## src/rtl/cf_wb_irq_ctrl.sv

```systemverilog
// rtl/cf_wb_irq_ctrl.sv - Wishbone interrupt controller with edge-captured flags, mask, clear and gclk enable
// Optional interrupt coalescing (event threshold / timeout) is compiled in with `define CF_IRQ_COALESCE_EN.
module cf_wb_irq_ctrl #(
  parameter int         N_SRC    = 9,
  parameter logic [7:0] REG_PAGE = 8'hFF
) (
  input  logic             clk,
  input  logic             rst_n,
  input  logic [15:0]      adr_i,
  input  logic [31:0]      dat_i,
  input  logic [3:0]       sel_i,
  input  logic             we_i,
  input  logic             stb_i,
  input  logic             cyc_i,
  output logic [31:0]      dat_o,
  output logic             ack_o,
  output logic             hit_o,
  input  logic [N_SRC-1:0] flag_i,
  output logic             clk_en_o,
  output logic             irq_o
);

  localparam logic [7:0] OFF_IM   = 8'h00;
  localparam logic [7:0] OFF_MIS  = 8'h04;
  localparam logic [7:0] OFF_RIS  = 8'h08;
  localparam logic [7:0] OFF_ICR  = 8'h0C;
  localparam logic [7:0] OFF_GCLK = 8'h10;
  localparam logic [7:0] OFF_COAL = 8'h14;

  logic             wb_valid, wr_en;
  logic             ack_q, ack_d;
  logic             gclk_q, gclk_d;
  logic [N_SRC-1:0] im_q, im_d;
  logic [N_SRC-1:0] ris_q, ris_d;
  logic [N_SRC-1:0] flag_q;
  logic [N_SRC-1:0] rise, mis, wr_bits;
  logic [31:0]      coal_rd;
  logic             unused_ok;

  assign hit_o    = (adr_i[15:8] == REG_PAGE);
  assign wb_valid = cyc_i & stb_i & hit_o;
  assign ack_d    = wb_valid & ~ack_q;
  // Writes commit on the edge that raises ack; byte lane 0 gates the whole write.
  assign wr_en    = ack_d & we_i & sel_i[0];
  assign wr_bits  = dat_i[N_SRC-1:0];
  assign rise     = flag_i & ~flag_q;
  assign mis      = ris_q & im_q;
  assign ack_o    = ack_q;
  assign clk_en_o = gclk_q;
  assign unused_ok = ^{dat_i, sel_i};

  always_comb begin
    im_d   = im_q;
    gclk_d = gclk_q;
    ris_d  = ris_q;
    if (wr_en) begin
      case (adr_i[7:0])
        OFF_IM:   im_d   = wr_bits;
        OFF_ICR:  ris_d  = ris_q & ~wr_bits;
        OFF_GCLK: gclk_d = dat_i[0];
        default:  ;
      endcase
    end
    // A new flag edge overrides a coincident clear.
    ris_d = ris_d | rise;
  end

  always_ff @(posedge clk or negedge rst_n) begin
    if (!rst_n) begin
      ack_q  <= 1'b0;
      gclk_q <= 1'b0;
      im_q   <= '0;
      ris_q  <= '0;
      flag_q <= '0;
    end else begin
      ack_q  <= ack_d;
      gclk_q <= gclk_d;
      im_q   <= im_d;
      ris_q  <= ris_d;
      flag_q <= flag_i;
    end
  end

  always_comb begin
    dat_o = 32'h0;
    case (adr_i[7:0])
      OFF_IM:   dat_o = 32'(im_q);
      OFF_MIS:  dat_o = 32'(mis);
      OFF_RIS:  dat_o = 32'(ris_q);
      OFF_ICR:  dat_o = 32'h0;
      OFF_GCLK: dat_o = {31'h0, gclk_q};
      OFF_COAL: dat_o = coal_rd;
      default:  dat_o = 32'hDEADBEEF;
    endcase
  end

`ifdef CF_IRQ_COALESCE_EN
  logic [23:0] coal_q, coal_d;
  logic [7:0]  cnt_q, cnt_d, cnt_base;
  logic [15:0] tmr_q, tmr_d;
  logic        irq_q, irq_d;
  logic        mis_nz, evt;
  logic [7:0]  thr;
  logic [15:0] tmo;

  assign mis_nz  = |mis;
  assign evt     = |(rise & im_q);
  assign thr     = coal_q[7:0];
  assign tmo     = coal_q[23:8];
  assign coal_rd = {8'h0, coal_q};
  assign irq_o   = irq_q;

  // The counter restarts from zero whenever nothing is pending, so the event
  // that first makes MIS non-zero is still counted.
  always_comb begin
    coal_d = coal_q;
    if (wr_en && adr_i[7:0] == OFF_COAL) coal_d = dat_i[23:0];
    cnt_base = mis_nz ? cnt_q : 8'h0;
    cnt_d    = (evt && cnt_base != 8'hFF) ? cnt_base + 8'd1 : cnt_base;
    tmr_d    = !mis_nz ? 16'h0 : ((tmr_q == 16'hFFFF) ? tmr_q : tmr_q + 16'd1);
    irq_d    = mis_nz & (irq_q | (thr <= 8'd1) | (cnt_q >= thr) |
                         ((tmo != 16'h0) && (tmr_q >= tmo)));
  end

  always_ff @(posedge clk or negedge rst_n) begin
    if (!rst_n) begin
      coal_q <= '0;
      cnt_q  <= '0;
      tmr_q  <= '0;
      irq_q  <= 1'b0;
    end else begin
      coal_q <= coal_d;
      cnt_q  <= cnt_d;
      tmr_q  <= tmr_d;
      irq_q  <= irq_d;
    end
  end
`else
  assign coal_rd = 32'h0;
  assign irq_o   = |mis;
`endif

endmodule

```

## config.mk

```make
export PLATFORM = sky130hd
export DESIGN_NAME = cf_wb_irq_ctrl
export DESIGN_NICKNAME = d
export VERILOG_FILES = /design/src/rtl/cf_wb_irq_ctrl.sv
export SDC_FILE = /design/constraint.sdc
export NUM_CORES = 1
export LEC_CHECK = 0
export ABC_AREA = 0
export CAP_MARGIN = 30
export CORE_AREA = 2 2 67 69
export DETAILED_ROUTE_END_ITERATION = 10
export DIE_AREA = 0 0 69 71
export PLACE_DENSITY = 0.95
export SKIP_CTS_REPAIR_TIMING = 1
export SYNTH_ARGS = -nofsm -noshare
export SYNTH_HDL_FRONTEND = slang
export SYNTH_SLANG_ARGS = --single-unit
export TNS_END_PERCENT = 5
```

## constraint.sdc

```tcl
create_clock -name clk -period 6.9 [get_ports clk]
set_clock_uncertainty 0.2 [all_clocks]
set_input_delay 1.38 -clock clk [delete_from_list [all_inputs] [get_ports clk]]
set_output_delay 1.38 -clock clk [all_outputs]
set_load 0.02 [all_outputs]
```

### After elaboration in Yosys (flattened, before gate mapping)

Cells that the tools add are included.
Widths: inputs -> output; s select.

| word-level totals | value |
|---|---|
| register bits after elaboration | 29 |
| input bits | 66 |
| output and inout bits | 36 |
| logic and storage cells | 31 |

| operators by class | value |
|---|---|
| eq/ne operators | 6 |
| mux-type cells | 3 |
| bitwise logic cells | 12 |
| reduce and logical (&&, ||, !) cells | 5 |

Operators with widths:

| operator | count |
|---|---|
| $pmux 32 s5 | 1 |
| $and 9x9->9 | 3 |
| $mux 9 | 2 |
| $not 9->9 | 2 |
| $eq 8x4->1 const B | 2 |
| $eq 8x5->1 const B | 2 |
| $or 9x9->9 | 1 |
| $reduce_or 9->1 | 1 |
| $eq 8x3->1 const B | 1 |
| $eq 8x8->1 const B | 1 |
| $logic_not 8->1 | 1 |
| $and 1x1->1 | 5 |
| $reduce_and 2->1 | 2 |
| $reduce_or 2->1 | 1 |
| $not 1->1 | 1 |

### Longest topological paths before layout

Gate-level depths: netlist of run 1.

| logic depth | value |
|---|---|
| depth after elaboration | 7 |
| mapped depth | 5 |
| gate-level depth less buffers | 4 |

### Least setup slack after synthesis of run 1

OpenSTA, ideal clock, no wires.

| path | value |
|---|---|
| path type | input -> output |
| start point | input port adr_i[7] |
| end point | output port dat_o[10] |
| arrival time | 2,853 ps |
| required time | 5,320 ps |
| path slack | 2,467 ps |
| cell stages on the path | 4 |
| path buffers | 1 |
| path through | or4_4 nor2_2 nand2_1 buf_4 |

| on the way | value |
|---|---|
| longest elaborated chain between the ends | 3 |
| elaborated cells between the ends (all ways) | 8 |
| those cells by class | 5 x eq/ne; 1 x mux; 2 x reduce/logical |

Ends and longest elaborated chain:

| element | RTL line | source |
|---|---|---|
| start, declared | 9 | `input logic [15:0] adr_i,` |
| $eq 8x5->1 or $eq 8x4->1 (tied branches) | 86 | `case (adr_i[7:0])` |
| $reduce_or 2->1 (no source line) | - |  |
| $pmux 32 s5 (*) | 86 |  |
| end, declared | 15 | `output logic [31:0] dat_o,` |

Every way passes the cells marked *; elsewhere a longest branch is shown, timed or not.

### Final worst setup path of run 1

| path | value |
|---|---|
| start point | input port adr_i[7] |
| end point | output port dat_o[26] |

The elaborated chain is that of the path after synthesis.

==> run_results.csv, run 1 <==
group,metric,value,unit
status,status,"finished clean",
cts,clkSlewWorstSetupHoldPaths,0.06,ns
power_and_ir_drop,p_leak,0.000900,uW
die,dieArea,0.00490,sq mm
synth,ys_ff_latch,29,
synth,ys.flop_type,"dfrtp_1",
critical_path,path_cells,"clkdlybuf4s50_1, or4_4, nor2_2, nand2_1, clkdlybuf4s50_1",
synth,yosysTopAreaCellShare,0.445,
global_route,grt_pass1_wl,6.31,mm
worst_hold_path,min_path_cells,2,
cts,clock_sinks,29,
power_and_ir_drop,p_comb_frac,0.141,
cts,clk_latency,0.28,ns
synth,seq_area_frac_synth,0.445,
critical_path,worstPathArrival,3.81,ns
final_layout,finalNetCount,283,
drt,via_per_inst,5.08,
critical_path,end_kind,"primary output",
synth,syn_area_per_cell,10.1,sq um
critical_path,path_max_fanout,17,
critical_path,cp.required,5.32,ns
timing,hold_violations,0,
synth,synth-warning-count,0,
synth,synth_edf_count,0,
drt,drt-met1-wl,1.71,mm
critical_path,crit_slowest_cell,"clkdlybuf4s50_1",
synth,netlist_instances,161,
global_route,antenna_found_initial,0,
power_and_ir_drop,p_per_area,158,mW/mm^2
placement,place.gp.congestion,0.789,
power_and_ir_drop,pwr-share-seq,0.473,
timing,maxSlewHeadroom,0.563,
synth,yosysMostFrequentCell,"dfrtp_1",
die,rows,24,
die,fp.dieW,69,microns
drt,post_drt_wl_per_cell,14.4,microns
power_and_ir_drop,p_sw,86.8,uW
cts,cts_max_level,2,
placement,hpwl,2.87,mm
global_route,grt_max_degree,30,
synth,synth_area,0.00163,sq mm
critical_path,path_buf_inv,2,
cts,ctsLongestPathBuffers,2,
global_route,grt_usage,0.167,
critical_path,critical_path_depth,5,
drt,drc,0,
drt,num_vias,1367,
critical_path,crit_start,"adr_i[7]",
global_route,grt-ovfl-total,0,
timing,fin_tns_setup,0,ns
cts,cts_buffers,5,
timing,worst_slew_pin_slew,0.654,ns
timing,grt_setup_unrepaired,"false",
drt,met2_wirelength,1.68,mm
power_and_ir_drop,ir_drop,0.123,mV
cts,cts_tree,"yes",
drt,drtIter0Drc,48,
critical_path,critical_path.top_delay_family,"simple AND/OR/NAND/NOR gates",
synth,ys_async_sr_fraction,1.00,
worst_hold_path,hold_path_startpoint,"flag_q[7]$_DFF_PN0_",
critical_path,critPathMaxStageDelay,0.65,ns
critical_path,worst_path_most_repeated_cell,"clkdlybuf4s50_1",
drt,routed.top_layer,"met4",
critical_path,critPathKind,"input port to primary output",
drt,postRouteAntennaNets,0,
placement,portBuffers,69,
final_layout,drive_above_1_share,0.101,
power_and_ir_drop,p_int,280,uW
flow_run,maxCapViolations,0,
die,io_pins,102,
timing,min_period,5.39,ns
global_route,grt_pass1_vias,1317,
synth,synth_area_leaders,"dfrtp_1 (44%), buf_4 (10%), nand2b_1 (6.5%), nor2b_1 (6.1%), mux2_2 (4.8%)",
final_layout,antennaDiodeCount,0,
synth,yosys.area.top_type,"dfrtp_1",
timing,finalMaxSlewViolations,0,
die,start_util,0.388,
final_layout,area_growth,42.1,%
power_and_ir_drop,fin_total_pwr,366,uW
cts,root_buffer,"clkbuf_8",
power_and_ir_drop,switching_share,0.237,
die,core_region_area,0.00420,sq mm
drt,dr.pass1.iters,4,
timing,fmax,0.186,GHz
critical_path,reg2regPathDepth,4,
synth,synth.distinct_cells,31,
critical_path,cp-start-kind,"input port",
drt,wl_met3,387,microns
drt,wl,3.88,mm
critical_path,r2r-start,"ack_o$_DFF_PN0_",
timing,fin_crit_sh,0.781,
power_and_ir_drop,clockPowerShare,0.386,
timing,finalSetupViolations,0,
synth,synth_common_cells,"dfrtp_1 (29), buf_4 (22), nand2b_1 (17), nor2b_1 (16), nand3_1 (14)",
die,die_h,71,microns
worst_hold_path,hold_path_class,"flip-flop to flip-flop",
-- sequential cells by signal (all words and copies together), names as in the netlist --
signal and cells:
ack_o 1, clk_en_o 1, flag_q 9, im_q 9
ris_q 9
-- through the flow --
stage | instance area (sq um) | hold slack [ns] | setup WS [ns] | utilization | instances
2_1_floorplan | 1650 | 0.302 | 2.47 | - | 166
3_3_place_gp | 2230 | 0.307 | 1.57 | 0.531 | 262
3_5_place_dp | 2230 | 0.317 | 1.53 | 0.531 | 262
4_1_cts | 2320 | 0.326 | 1.53 | 0.551 | 269
5_1_grt | 2320 | 0.353 | 1.42 | 0.551 | 269
6_report | 2320 | 0.323 | 1.51 | 0.551 | 269
-- tightest hold or removal path: stages (launching register included) --
cell      delay, ns
dfrtp_1        0.31
nand2b_1       0.10
a31oi_1        0.07
-- layout by cell type, fill, tap and decap left out, types with 2 or more instances in the layout --
cell | synthesis | final
clkdlybuf4s50_1 | 0 | 69
dfrtp_1 | 29 | 29
nand2b_1 | 17 | 17
nor2b_1 | 16 | 16
nand3_1 | 14 | 14
a31oi_1 | 9 | 9
o21ai_0 | 7 | 7
mux2_2 | 7 | 7
conb_1 | 1 | 6
clkbuf_8 | 0 | 6
nand2_1 | 5 | 5
nand4_1 | 5 | 5
nor2_1 | 3 | 3
mux2_4 | 3 | 3
nor2_2 | 2 | 2
nand3b_1 | 2 | 2
a22oi_1 | 2 | 2
-- per-layer routing --
metal	global-route usage	up-vias
met5	0	-
met4	0.0784	0
met3	0.0783	9
met2	0.232	80
met1	0.219	626
li1	-	652
-- area by class of cell --
cell class / instances / area (sq um)
timing repair buffer: 70 / 698
inverter: 1 / 3.75
tap: 52 / 65.1
sequential: 29 / 726
clock buffer: 7 / 86.3
multi-input combinational: 110 / 739
fill: 372 / 1890
-- cell families after synthesis --
logic type,share of synthesized area
buf+inv,0.113
flops,0.445
simple gates,0.277
compound gates,0.0805
other cells,0.00230
mux,0.0821
-- final timing paths --
check / to / slack (ns)
min in group asynchronous: flag_q[2]$_DFF_PN0_ / 1.28
setup / recovery: dat_o[26] / 1.51
setup reg to reg: im_q[6]$_DFFE_PN0P_ / 5.05
hold reg to reg: ris_q[7]$_DFF_PN0_ / 0.32
max in group asynchronous: flag_q[1]$_DFF_PN0_ / 4.94
hold / removal: ris_q[7]$_DFF_PN0_ / 0.32
-- power groups by stage --
stage | Sequential, uW | Combinational, uW | Clock, uW
CTS | 173 | 52.2 | 147
detailed placement | 176 | 52.0 | 0
global route | 173 | 55.6 | 154
global placement | 176 | 50.9 | 0
finish | 173 | 51.7 | 141
floorplan | 176 | 21.1 | 0
Power figures use the tool's default switching activity.
==> run 2, diff against run 1 <==
CORE_AREA = 2 2 70 72   (was 2 2 67 69)
DIE_AREA = 0 0 72 74   (was 0 0 69 71)
PLACE_DENSITY = 0.9   (was 0.95)
clock period = 5.35 ns   (was 6.9 ns; I/O delays follow)
==> run 2 against run 1 <==
Critical path depth did not move; sequential cell count did not move; final area rose by 1.7%; clock power rose by 65%; power rose by 42%; register-to-register slack got worse by 1.5 ns; count of clock-buffer cells in the layout did not move; sequential power rose by 29%; die area rose by 8.8%; core utilization fell by 3.9 points; largest cell class unchanged.
==> run_results.csv, run 2 (synthesis results as in run 1) <==
group,metric,value,unit
drt,drtIter0Drc,100,
critical_path,cp-start-kind,"input port",
status,status,"finished clean",
timing,finalSetupViolations,0,
global_route,antenna_found_initial,0,
critical_path,reg2reg_slack,3.52,ns
timing,whs,0.331,ns
placement,placed_cell_area,0.00224,sq mm
placement,dp_cells,265,
critical_path,r2r-end,"im_q[8]$_DFFE_PN0P_",
timing,hold_violations,0,
timing,worst_slew_pin_slew,0.677,ns
power_and_ir_drop,ir_drop,0.180,mV
cts,clk_latency,0.28,ns
flow_run,maxCapViolations,0,
final_layout,antennaDiodeCount,0,
final_layout,layout.cells.non_filler,273,
final_layout,area_growth,44.6,%
die,die_h,74,microns
die,io_pins,102,
placement,hpwl,3.06,mm
timing,fin_crit_sh,0.881,
final_layout,final_cell_mix,"clkdlybuf4s50_1 (69), dfrtp_1 (29), nand2b_1 (17)",
cts,cts_max_level,2,
timing,fin_tns_setup,0,ns
critical_path,path_buf_inv,2,
drt,via_per_inst,5.04,
timing,fmax,0.212,GHz
critical_path,cp.required,4.08,ns
drt,drc,0,
die,dieArea,0.00533,sq mm
cts,clock_sinks,29,
final_layout,design_area,0.00236,sq mm
cts,clkSlewWorstSetupHoldPaths,0.06,ns
power_and_ir_drop,p_per_area,221,mW/mm^2
die,fp.dieW,72,microns
global_route,grt-ovfl-total,0,
final_layout,drive_above_1_share,0.110,
critical_path,critPathMaxStageDelay,0.66,ns
critical_path,r2r-start,"ack_o$_DFF_PN0_",
power_and_ir_drop,p_leak,0.000919,uW
cts,cts_buffers,5,
cts,cts_tree,"yes",
die,start_util,0.355,
global_route,grt_pass1_wl,6.43,mm
global_route,grt_usage,0.160,
drt,num_vias,1377,
final_layout,finalNetCount,284,
worst_hold_path,holdPathEnd,"ris_q[8]$_DFF_PN0_",
final_layout,final_common_cell,"clkdlybuf4s50_1",
critical_path,critPathKind,"input port to primary output",
final_layout,reg_top3,"flag_q: 9 flops, im_q: 9 flops, ris_q: 9 flops",
critical_path,worst_path_most_repeated_cell,"clkdlybuf4s50_1",
placement,portBuffers,69,
timing,finalMaxSlewViolations,0,
placement,place.gp.congestion,0.783,
timing,maxSlewHeadroom,0.547,
drt,dr.pass1.iters,4,
critical_path,reg2regPathDepth,4,
drt,post_drt_wl_per_cell,14.4,microns
critical_path,crit_slowest_cell,"clkdlybuf4s50_1",
critical_path,worstPathArrival,3.44,ns
critical_path,end_kind,"primary output",
timing,min_period,4.71,ns
cts,root_buffer,"clkbuf_8",
critical_path,path_cells,"clkdlybuf4s50_1, or4_4, nor2_2, nand2_1, clkdlybuf4s50_1",
global_route,grt_max_degree,30,
cts,ctsLongestPathBuffers,2,
die,rows,25,
worst_hold_path,min_path_cells,2,
global_route,grt_pass1_vias,1309,
die,core_region_area,0.00460,sq mm
worst_hold_path,hold_path_startpoint,"flag_q[8]$_DFF_PN0_",
critical_path,critical_path.top_delay_family,"simple AND/OR/NAND/NOR gates",
drt,wl,3.94,mm
critical_path,path_max_fanout,17,
worst_hold_path,hold_path_class,"flip-flop to flip-flop",
timing,grt_setup_unrepaired,"false",
drt,postRouteAntennaNets,0,
-- run 2: cell types whose count changed in the layout (fill, tap and decap cells not counted), sizes merged --
cell | previous run | this run
buf | 1 | 2
bufinv | 0 | 1
-- run 2: worst max path at each step --
stage / from / endpoint / slack (ns) / cells after the start
final: adr_i[7] / dat_o[28] / 0.64 / 5
after global routing: adr_i[7] / dat_o[28] / 0.49 / 5
after CTS: adr_i[7] / dat_o[28] / 0.60 / 5
after detailed placement: adr_i[7] / dat_o[28] / 0.60 / 5
after global placement: adr_i[7] / dat_o[28] / 0.65 / 5
after floorplan: adr_i[7] / dat_o[10] / 1.54 / 4
-- run 2: metal layers --
metal	part of all wire	GRT usage	up-vias
met5	0	0	-
met4	0.014	0.0566	0
met3	0.10	0.0637	5
met2	0.49	0.259	74
met1	0.39	0.197	636
li1	-	-	662
-- run 2: per-stage QoR --
step	utilization	setup slack, ns	power (uW)
floorplan	-	1.54	254
global placement	0.488	0.646	293
detailed placement	0.488	0.599	295
CTS	0.513	0.598	528
global route	0.513	0.487	541
finish	0.513	0.636	522
-- run 2: where the power goes --
group / internal [uW] / switching [uW] / leakage [uW]
registers: 223 / 0.550 / 0.000337
clock network: 152 / 80.1 / 0.0000585
logic: 36.4 / 30.5 / 0.000523
-- run 2: cell type report --
type                       count  area [sq um]
sequential                    29           726
inverter                       1          3.75
multi-input combinational    110           739
timing repair buffer          71           706
clock buffer                   7          86.3
clock inverter                 1          30.0
tap                           54          67.6
fill                         421          2240
-- run 2: worst reg2reg max path, cell delays in order, from the launching register on --
cell and delay, ns:
dfrtp_1 0.37, nand3b_1 0.25, nor4_4 0.33, nand3_4 0.22, mux2_4 0.36
